[config.mk]
export PLATFORM = sky130hd
export DESIGN_NAME = a429_tx_sched
export DESIGN_NICKNAME = d
export VERILOG_FILES = /design/src/rtl/a429_sched_pkg.sv /design/src/rtl/a429_rr_arb.sv /design/src/rtl/a429_tx_sched.sv
export SDC_FILE = /design/constraint.sdc
export NUM_CORES = 2
export LEC_CHECK = 0
export CAP_MARGIN = 5
export CELL_PAD_IN_SITES_DETAIL_PLACEMENT = 0
export CELL_PAD_IN_SITES_GLOBAL_PLACEMENT = 1
export CORE_UTILIZATION = 44
export CTS_CLUSTER_SIZE = 12
export DETAILED_ROUTE_END_ITERATION = 10
export PLACE_DENSITY_LB_ADDON = 0.1
export SKIP_CTS_REPAIR_TIMING = 1
export SLEW_MARGIN = 20
export SYNTH_ARGS = -nofsm -noshare
export SYNTH_HDL_FRONTEND = slang
export SYNTH_SLANG_ARGS = --single-unit
[constraint.sdc]
create_clock -name clk_i -period 5 [get_ports clk_i]
set_input_delay 0.75 -clock clk_i [delete_from_list [all_inputs] [get_ports clk_i]]
set_output_delay 0.75 -clock clk_i [all_outputs]
set_load 0.02 [all_outputs]
[src/rtl/a429_sched_pkg.sv]
// Shared field codes, FSM encoding and width helper for the ARINC429 TX scheduler.
// Used by a429_tx_sched and a429_rr_arb.
package a429_sched_pkg;

  localparam logic [1:0] FLD_WORD = 2'd0;
  localparam logic [1:0] FLD_PER  = 2'd1;
  localparam logic [1:0] FLD_CTRL = 2'd2;

  typedef enum logic {
    IDLE = 1'b0,
    WR   = 1'b1
  } state_e;

  // Bit width needed to index n items; never less than 1 so one-slot vectors stay legal.
  function automatic int a429_clog2(input int n);
    int w;
    w = 0;
    while ((1 << w) < n) w++;
    return (w < 1) ? 1 : w;
  endfunction

endpackage

[src/rtl/a429_rr_arb.sv]
// Combinational round-robin arbiter: grants the first request found after the pointer,
// wrapping to 0. The pointer register lives in the parent.
module a429_rr_arb
  import a429_sched_pkg::*;
#(
  parameter int NSLOT = 8,
  parameter int SEL_W = a429_clog2(NSLOT)
) (
  input  logic [NSLOT-1:0] req_i,
  input  logic [SEL_W-1:0] ptr_i,
  output logic [NSLOT-1:0] gnt_o,
  output logic             valid_o
);

  function automatic logic [SEL_W-1:0] wrapIdx(input logic [SEL_W-1:0] p, input int k);
    int s;
    s = int'(p) + k;
    if (s >= NSLOT) s = s - NSLOT;
    return s[SEL_W-1:0];
  endfunction

  always_comb begin
    gnt_o   = '0;
    valid_o = 1'b0;
    for (int k = 1; k <= NSLOT; k++) begin
      if (!valid_o && req_i[wrapIdx(ptr_i, k)]) begin
        gnt_o[wrapIdx(ptr_i, k)] = 1'b1;
        valid_o = 1'b1;
      end
    end
  end

endmodule

[src/rtl/a429_tx_sched.sv]
// Periodic label scheduler and TX FIFO write-port arbiter (host path has priority).
// Optional sticky overrun flags and the ovr_o port exist only with A429_SCHED_OVR_EN.
module a429_tx_sched
  import a429_sched_pkg::*;
#(
  parameter int CLOCK_KHZ = 100000,
  parameter int NSLOT     = 8,
  parameter int PER_W     = 16,
  localparam int SEL_W    = a429_clog2(NSLOT)
) (
  input  logic             clk_i,
  input  logic             rst_i,
  input  logic             sch_ena,
  input  logic             cfg_we,
  input  logic [SEL_W-1:0] cfg_sel,
  input  logic [1:0]       cfg_fld,
  input  logic [31:0]      cfg_dat,
  input  logic             hw_req,
  input  logic [31:0]      hw_dat,
  output logic             hw_ack,
  output logic             tf_wr,
  output logic [31:0]      tf_di,
  input  logic             tf_fl,
  output logic             tick_o,
  output logic [NSLOT-1:0] pend_o
`ifdef A429_SCHED_OVR_EN
  ,output logic [NSLOT-1:0] ovr_o
`endif
);

  localparam int PRE_W = a429_clog2(CLOCK_KHZ);

  logic [PRE_W-1:0] presc_q, presc_d;
  logic             tick;
  logic [31:0]      word_q [NSLOT];
  logic [31:0]      word_d [NSLOT];
  logic [PER_W-1:0] per_q  [NSLOT];
  logic [PER_W-1:0] per_d  [NSLOT];
  logic [PER_W-1:0] cnt_q  [NSLOT];
  logic [PER_W-1:0] cnt_d  [NSLOT];
  logic [NSLOT-1:0] en_q, en_d, pend_q, pend_d, expire, take, gnt;
  logic             arbValid, grantSlot;
  state_e           state_q, state_d;
  logic [SEL_W-1:0] ptr_q, ptr_d, gntIdx;
  logic             host_q, host_d;
  logic [31:0]      dat_q, dat_d;
`ifdef A429_SCHED_OVR_EN
  logic [NSLOT-1:0] ovr_q, ovr_d;
`endif

  assign tick    = (presc_q == PRE_W'(CLOCK_KHZ - 1));
  assign presc_d = tick ? '0 : presc_q + 1'b1;

  a429_rr_arb #(.NSLOT(NSLOT), .SEL_W(SEL_W)) u_arb (
    .req_i   (pend_q),
    .ptr_i   (ptr_q),
    .gnt_o   (gnt),
    .valid_o (arbValid)
  );

  always_comb begin
    gntIdx = '0;
    for (int i = 0; i < NSLOT; i++) begin
      if (gnt[i]) gntIdx = SEL_W'(i);
    end
  end

  // A period of zero keeps cnt at 0 without ever raising an expiry.
  always_comb begin
    expire = '0;
    for (int i = 0; i < NSLOT; i++) begin
      expire[i] = tick && sch_ena && en_q[i] && (cnt_q[i] == '0) && (per_q[i] != '0);
    end
  end

  always_comb begin
    state_d   = state_q;
    ptr_d     = ptr_q;
    host_d    = host_q;
    dat_d     = dat_q;
    grantSlot = 1'b0;
    case (state_q)
      IDLE: begin
        if (!tf_fl) begin
          if (hw_req) begin
            dat_d   = hw_dat;
            host_d  = 1'b1;
            state_d = WR;
          end else if (sch_ena && arbValid) begin
            dat_d     = word_q[gntIdx];
            host_d    = 1'b0;
            ptr_d     = gntIdx;
            grantSlot = 1'b1;
            state_d   = WR;
          end
        end
      end
      WR:      state_d = IDLE;
      default: state_d = IDLE;
    endcase
    take = grantSlot ? gnt : '0;
  end

  // Config writes take precedence over countdown; a fresh expiry re-arms pend even when granted.
  always_comb begin
    word_d = word_q;
    per_d  = per_q;
    cnt_d  = cnt_q;
    en_d   = en_q;
    pend_d = pend_q;
`ifdef A429_SCHED_OVR_EN
    ovr_d  = ovr_q;
`endif
    for (int i = 0; i < NSLOT; i++) begin
      if (tick && sch_ena && en_q[i] && (cnt_q[i] != '0)) cnt_d[i] = cnt_q[i] - 1'b1;
      if (expire[i]) cnt_d[i] = per_q[i] - 1'b1;
      pend_d[i] = sch_ena && ((pend_q[i] && !take[i]) || expire[i]);
`ifdef A429_SCHED_OVR_EN
      if (expire[i] && pend_q[i] && !take[i]) ovr_d[i] = 1'b1;
`endif
      if (cfg_we && (cfg_sel == SEL_W'(i))) begin
        case (cfg_fld)
          FLD_WORD: word_d[i] = cfg_dat;
          FLD_PER:  per_d[i]  = cfg_dat[PER_W-1:0];
          FLD_CTRL: begin
            en_d[i]   = cfg_dat[0];
            cnt_d[i]  = '0;
            pend_d[i] = 1'b0;
`ifdef A429_SCHED_OVR_EN
            ovr_d[i]  = 1'b0;
`endif
          end
          default: ;
        endcase
      end
    end
  end

  always_ff @(posedge clk_i) begin
    if (rst_i) begin
      presc_q <= '0;
      en_q    <= '0;
      pend_q  <= '0;
      state_q <= IDLE;
      ptr_q   <= SEL_W'(NSLOT - 1);
      host_q  <= 1'b0;
      dat_q   <= '0;
`ifdef A429_SCHED_OVR_EN
      ovr_q   <= '0;
`endif
      for (int i = 0; i < NSLOT; i++) begin
        word_q[i] <= '0;
        per_q[i]  <= '0;
        cnt_q[i]  <= '0;
      end
    end else begin
      presc_q <= presc_d;
      en_q    <= en_d;
      pend_q  <= pend_d;
      state_q <= state_d;
      ptr_q   <= ptr_d;
      host_q  <= host_d;
      dat_q   <= dat_d;
`ifdef A429_SCHED_OVR_EN
      ovr_q   <= ovr_d;
`endif
      for (int i = 0; i < NSLOT; i++) begin
        word_q[i] <= word_d[i];
        per_q[i]  <= per_d[i];
        cnt_q[i]  <= cnt_d[i];
      end
    end
  end

  // Reset during the WR cycle drops the in-flight write.
  assign tf_wr  = (state_q == WR) && !rst_i;
  assign hw_ack = tf_wr && host_q;
  assign tf_di  = dat_q;
  assign tick_o = tick;
  assign pend_o = pend_q;
`ifdef A429_SCHED_OVR_EN
  assign ovr_o  = ovr_q;
`endif

endmodule
* Word-level counts from Yosys, hierarchy flattened
Index checks and enable logic that the tools add are counted.
Operators by class: $add $sub $neg 33, $lt $le $gt $ge 33, eq/ne operators 10, mux-type cells 134, bitwise logic cells 11, reductions and logical operators 153
Operators with widths (count):
- 16-bit two-way mux | 32
- 16-bit nonzero test | 16
- 16-bit by 1-bit subtractor with 16-bit output (second input constant) | 16
- 16-bit zero test | 8
- 32-bit two-way mux | 4
- 32-bit binary-select mux with 3-bit select | 1
- 1-bit logical AND | 75
- 8-bit two-way mux | 9
- 3-bit by 4-bit less-than comparator with 1-bit output (second input constant) | 16
- 3-bit two-way mux | 21
- 8-bit bitwise OR | 7
- 1-bit two-way mux | 49
- 2-bit AND reduction | 24
- 4-bit greater-or-equal comparator (second input constant) | 8
- 1-bit binary-select mux with 3-bit select | 8
- 1-bit demux with 3-bit select | 8
- 3-bit by 1-bit greater-or-equal comparator with 1-bit output (second input constant) | 8
- 3-bit by 1-bit subtractor with 3-bit output (second input constant) | 8
- 17-bit by 1-bit adder with 17-bit output (second input constant) | 1
- 17-bit equality test (second input constant) | 1
- 3-bit by 3-bit adder with 4-bit output (second input constant) | 4
- 1-bit zero test | 16
- 3-bit equality test (second input constant) | 4
- 3-bit by 2-bit adder with 4-bit output (second input constant) | 2
- other kinds (18) | 28
Word-level totals: register bits 582, output and inout port bits 43, word-level logic and storage cells 412

* Depth between registers and ports, before layout
depth after elaboration 46, depth in mapped cells 19

* Modules after synthesis
From an unflattened synthesis, not the netlist that was laid out.
Unflattened totals: cells, all modules 3753, area total of the unflattened synthesis 29176.7 um2
By module, submodules not included:
- a429_tx_sched | instances 1, cells each 3651, area each 28298.4 um2
- a429_rr_arb | instances 1, cells each 102, area each 878.3 um2

* Least setup slack after synthesis
No wires, ideal clock.
kind register to register, start point reg ptr_q[2], end point reg dat_q[10] (netlist: tf_di[10]), setup time 116 ps, data arrival time 3788 ps, slack 1096 ps, cell stages (with the launch flop) 18, path buffers 5, period minus slack after synthesis 3904 ps, cells stage by stage dfxtp_1 -> buf_6 -> inv_1 -> ha_1 -> buf_2 -> mux4_2 -> mux2i_4 -> nand2_1 -> or4b_4 -> nor2_1 -> nor3_2 -> and4_4 -> buf_6 -> buf_6 -> buf_2 -> nand2_1 -> nand3_1 -> a41o_1
Between the ends: word-level cells in the longest chain between the ends 40, elaborated cells between the ends (all ways) 149, classes of those cells add/sub: 16; order compare: 24; mux: 76; bitwise: 8; reduce/logical: 25
Ends and longest elaborated chain:
- from (decl) | RTL line a429_tx_sched.sv:44 | logic [SEL_W-1:0] ptr_q, ptr_d, gntIdx;
- from (signal assigned) | RTL line a429_tx_sched.sv:145 | ptr_q <= SEL_W'(NSLOT - 1);
- from (signal assigned) | RTL line a429_tx_sched.sv:161 | ptr_q <= ptr_d;
- parallel branches: the longest is 40 deep, another holds 3-bit by 1-bit adder with 4-bit output
- to (signal assigned) | RTL line a429_tx_sched.sv:163 | dat_q <= dat_d;
- to (decl) | RTL line a429_tx_sched.sv:46 | logic [31:0] dat_q, dat_d;
Parallel ways; which one is timed is not known. The select of a mux whose other input is x is not followed. A chain may end at the register's enable or synchronous reset.

* Final worst setup path
start point reg ptr_q[1], end point reg dat_q[11] (netlist: tf_di[11])
Same word-level chain as after synthesis.

==> flow_summary_export.csv <==
group,metric,value,unit
detailed_routing,post-route-drc-count,0,
clock_network,cts-root-buf,"clkbuf_16",
synthesis,yosysSeqAreaShare,40.7,%
worst_setup_path,cp_slowest_stage_delay,690,ps
synthesis,synth_edf_count,0,
die,die_area,66100,um2
pwr,p_switching,2.39,mW
worst_setup_path,cp_cell_sequence,"inv_1 -> ha_1 -> buf_4 -> mux4_2 -> mux2i_4 -> nand4_2 -> a211o_1 -> o22ai_1 -> nor4_2 -> nand4_1 -> buf_12 -> nand2_1 -> nand3_1 -> a41o_1",
die,die_height,257,um
sta,finalSetupViolCount,0,
worst_setup_path,r2r_end,"tf_di[11]",
detailed_routing,vias,26619,
detailed_routing,wire_per_inst,20.0,um
detailed_routing,antenna_left,0,
synthesis,netlist_area,28600,um2
worst_setup_path,rrSetupSlack,420,ps
pwr,p_sw_share,23.5,%
synthesis,yosys_register_bits,582,
detailed_routing,via_per_inst,5.60,
sta,worst_pin_slew,1180,ps
synthesis,avgSynthCellArea,7.39,um2
die,initial_core_util,44.5,%
final_layout,fillers,6246,
synthesis,yosysWarnings,0,
pwr,finalPower,10.2,mW
placement,portBuffers,117,
pwr,ir_worst_vdd,0.290,mV
worst_setup_path,worst-path-stages,14,
sta,final.min_clock_period,4580,ps
sta,relSlewSlack,20.8,%
die,io-pin-count,118,
worst_setup_path,start_kind,"flip-flop",
global_route,grt_max_degree,184,
sta,hold_violations,0,
worst_setup_path,end_kind,"flip-flop",
worst_setup_path,cp-startpoint,"ptr_q[1]",
worst_setup_path,path_delay_family,"simple AND/OR/NAND/NOR gates",
detailed_routing,first_iter_violations,1964,
pwr,p_int,7.76,mW
sta,clock.fmax,218,MHz
global_route,grt_use_total,28.4,%
sta,fin_crit_sh,91.6,%
die,core_area,64300,um2
worst_setup_path,arrival,5080,ps
synthesis,synth_nets,3987,
synthesis,synthCells,3873,
worst_setup_path,cp_max_fo,36,
final_layout,syn2layout_area_growth,13.9,%
detailed_routing,routed_wl,95100,um
worst_setup_path,r2r_cells,14,
worst_setup_path,endpoint,"tf_di[11]",
final_layout,nNetsFinal,3969,
clock_network,clkTransAtPathRegs,60,ps
clock_network,numCtsBuffers,67,
final_layout,fin_cells,4756,
clock_network,htreeDepth,3,
die,die_w,257,um
synthesis,ys_types,85,
clock_network,cts_tree,"done",
sta,finalSetupTns,0,ps
pwr,seqPwrFrac,46.4,%
sta,rsz0062_at_grt,"no",
final_layout,post-route-util,50.7,%
clock_network,cts_buffer_depth,3,
die,fp-row-count,93,
job,cap_violations,0,
worst_setup_path,crit_type,"flip-flop to flip-flop",
pwr,clkPwrFrac,48.4,%
global_route,grt_pass1_vias,25994,
synthesis,async_flop_share,0,%
detailed_routing,drt-pass1-iter-count,5,
placement,gp_congestion,0.918,
worst_setup_path,slowest_stage,"nand4_1",
sta,clock_skew,26.2,ps
placement,hpwlAfterDp,60600,um
global_route,globalRouteOverflowTotal,0,
global_route,grt_first_pass_wirelength,148000,um
final_layout,drive_gt1_share,6.59,%
sta,finalMaxSlewViolations,0,
placement,dp.cells,4641,
pwr,leakagePower,11.4,nW
worst_setup_path,cp.required,5500,ps
clock_network,clk_latency,620,ps
worst_setup_path,rr_startpoint,"ptr_q[1]",
global_route,antenna_found_initial,2,
worst_hold_path,min_path_type,"flip-flop to flip-flop",
clock_network,clkSinkCount,582,
synthesis,synth_flop_cell,"dfxtp_1",
pwr,power_per_cell_area,311,nW/um2
worst_setup_path,path_buf_inv,3,
pwr,pwr-share-comb,5.3,%
run_status,status,"complete, no violations",
Yosys cell counts (all sizes together) (19+ instances only):
library cell	instances	area [um2]
buf	62	348
nand2	1251	4700
mux2i	27	308
dfxtp	582	11700
o21ai	28	140
clkbuf	215	826
nor2	202	758
a41o	32	320
nor2b	22	138
nand2b	19	119
and3	20	125
a21oi	542	2720
ha	39	488
nor4	55	350
inv	52	195
nand3	169	851
xnor2	96	860
nor3	75	395
xor2	114	1020
a31oi	38	244
routing by layer:
metal | track usage, % | vias up | wire length (um)
li1 | - | 13007 | -
met1 | 35.6 | 12710 | 40900
met4 | 10.7 | 0 | 3250
met5 | 0 | - | 0
met3 | 3.21 | 177 | 4170
met2 | 49.8 | 725 | 46800
cells in the final DEF (no fill, tap or decap), types with 64 or more instances in the layout:
| master | count |
|---|---|
| nor3_1 | 67 |
| clkdlybuf4s50_1 | 110 |
| dfxtp_1 | 582 |
| clkbuf_16 | 70 |
| xor2_1 | 113 |
| buf_4 | 64 |
| xnor2_1 | 95 |
| nor2_1 | 194 |
| nand2_1 | 1249 |
| nand3_1 | 167 |
| a21oi_1 | 541 |
tightest hold or removal path, cell delays in order (launching register included):
cell and delay (ps):
dfxtp_1 310, nand2_1 50, a21oi_1 50
state kept, by name, summed over array words and instances (netlist names):
register and cells:
ptr_q 3, tf_di 32, per_q 128, state_q 1, en_q 8, presc_q 17
word_q 256, host_q 1, pend_o 8, cnt_q 128
kinds of logic (layout without fill, tap and decap cells):
logic type,count (synthesis),after routing,share of synthesized area (%)
compound gates,739,739,14.9
xor+xnor,210,210,6.55
fa+ha+maj,39,39,1.70
buf+inv,329,355,4.78
flops,582,582,40.7
mux,49,49,2.53
other cells,0,2,0
simple gates,1925,1925,28.8
area by class of cell:
type / instances / area, um2 / share of cell area, %
multi-input combinational: 2962 / 15700 / 48.2
sequential: 582 / 11700 / 35.7
clock buffer: 99 / 1990 / 6.10
timing repair buffer: 190 / 1810 / 5.54
tap: 855 / 1070 / 3.28
inverter: 52 / 195 / 0.598
clock inverter: 14 / 183 / 0.560
antenna: 2 / 5.00 / 0.0153
per-stage QoR:
step           hold slack, ps  setup WS (ps)  instance area (um2)
2_1_floorplan             436           1100                28600
3_3_place_gp              442            564                30500
3_5_place_dp              447            450                30500
4_1_cts                   455            427                32600
5_1_grt                   469            158                32600
6_report                  452            418                32600
worst min-delay path by stage:
stage	startpoint	to	depth (start not counted)	slack, ps
floorplan	word_q[129]	word_q[129]	2	440
global placement	word_q[127]	word_q[127]	2	440
detailed placement	word_q[164]	word_q[164]	2	450
CTS	word_q[229]	word_q[229]	2	460
global route	word_q[131]	word_q[131]	2	470
finish	word_q[157]	word_q[157]	2	450
power by group through the flow:
stage	clock network (mW)	logic, mW	registers, mW
2_1_floorplan	0	0.295	4.81
3_3_place_gp	0	0.528	4.81
3_5_place_dp	0	0.533	4.81
4_1_cts	5.00	0.535	4.71
5_1_grt	5.19	0.578	4.71
6_report	4.91	0.534	4.71
(Power assumes the default switching activity.)
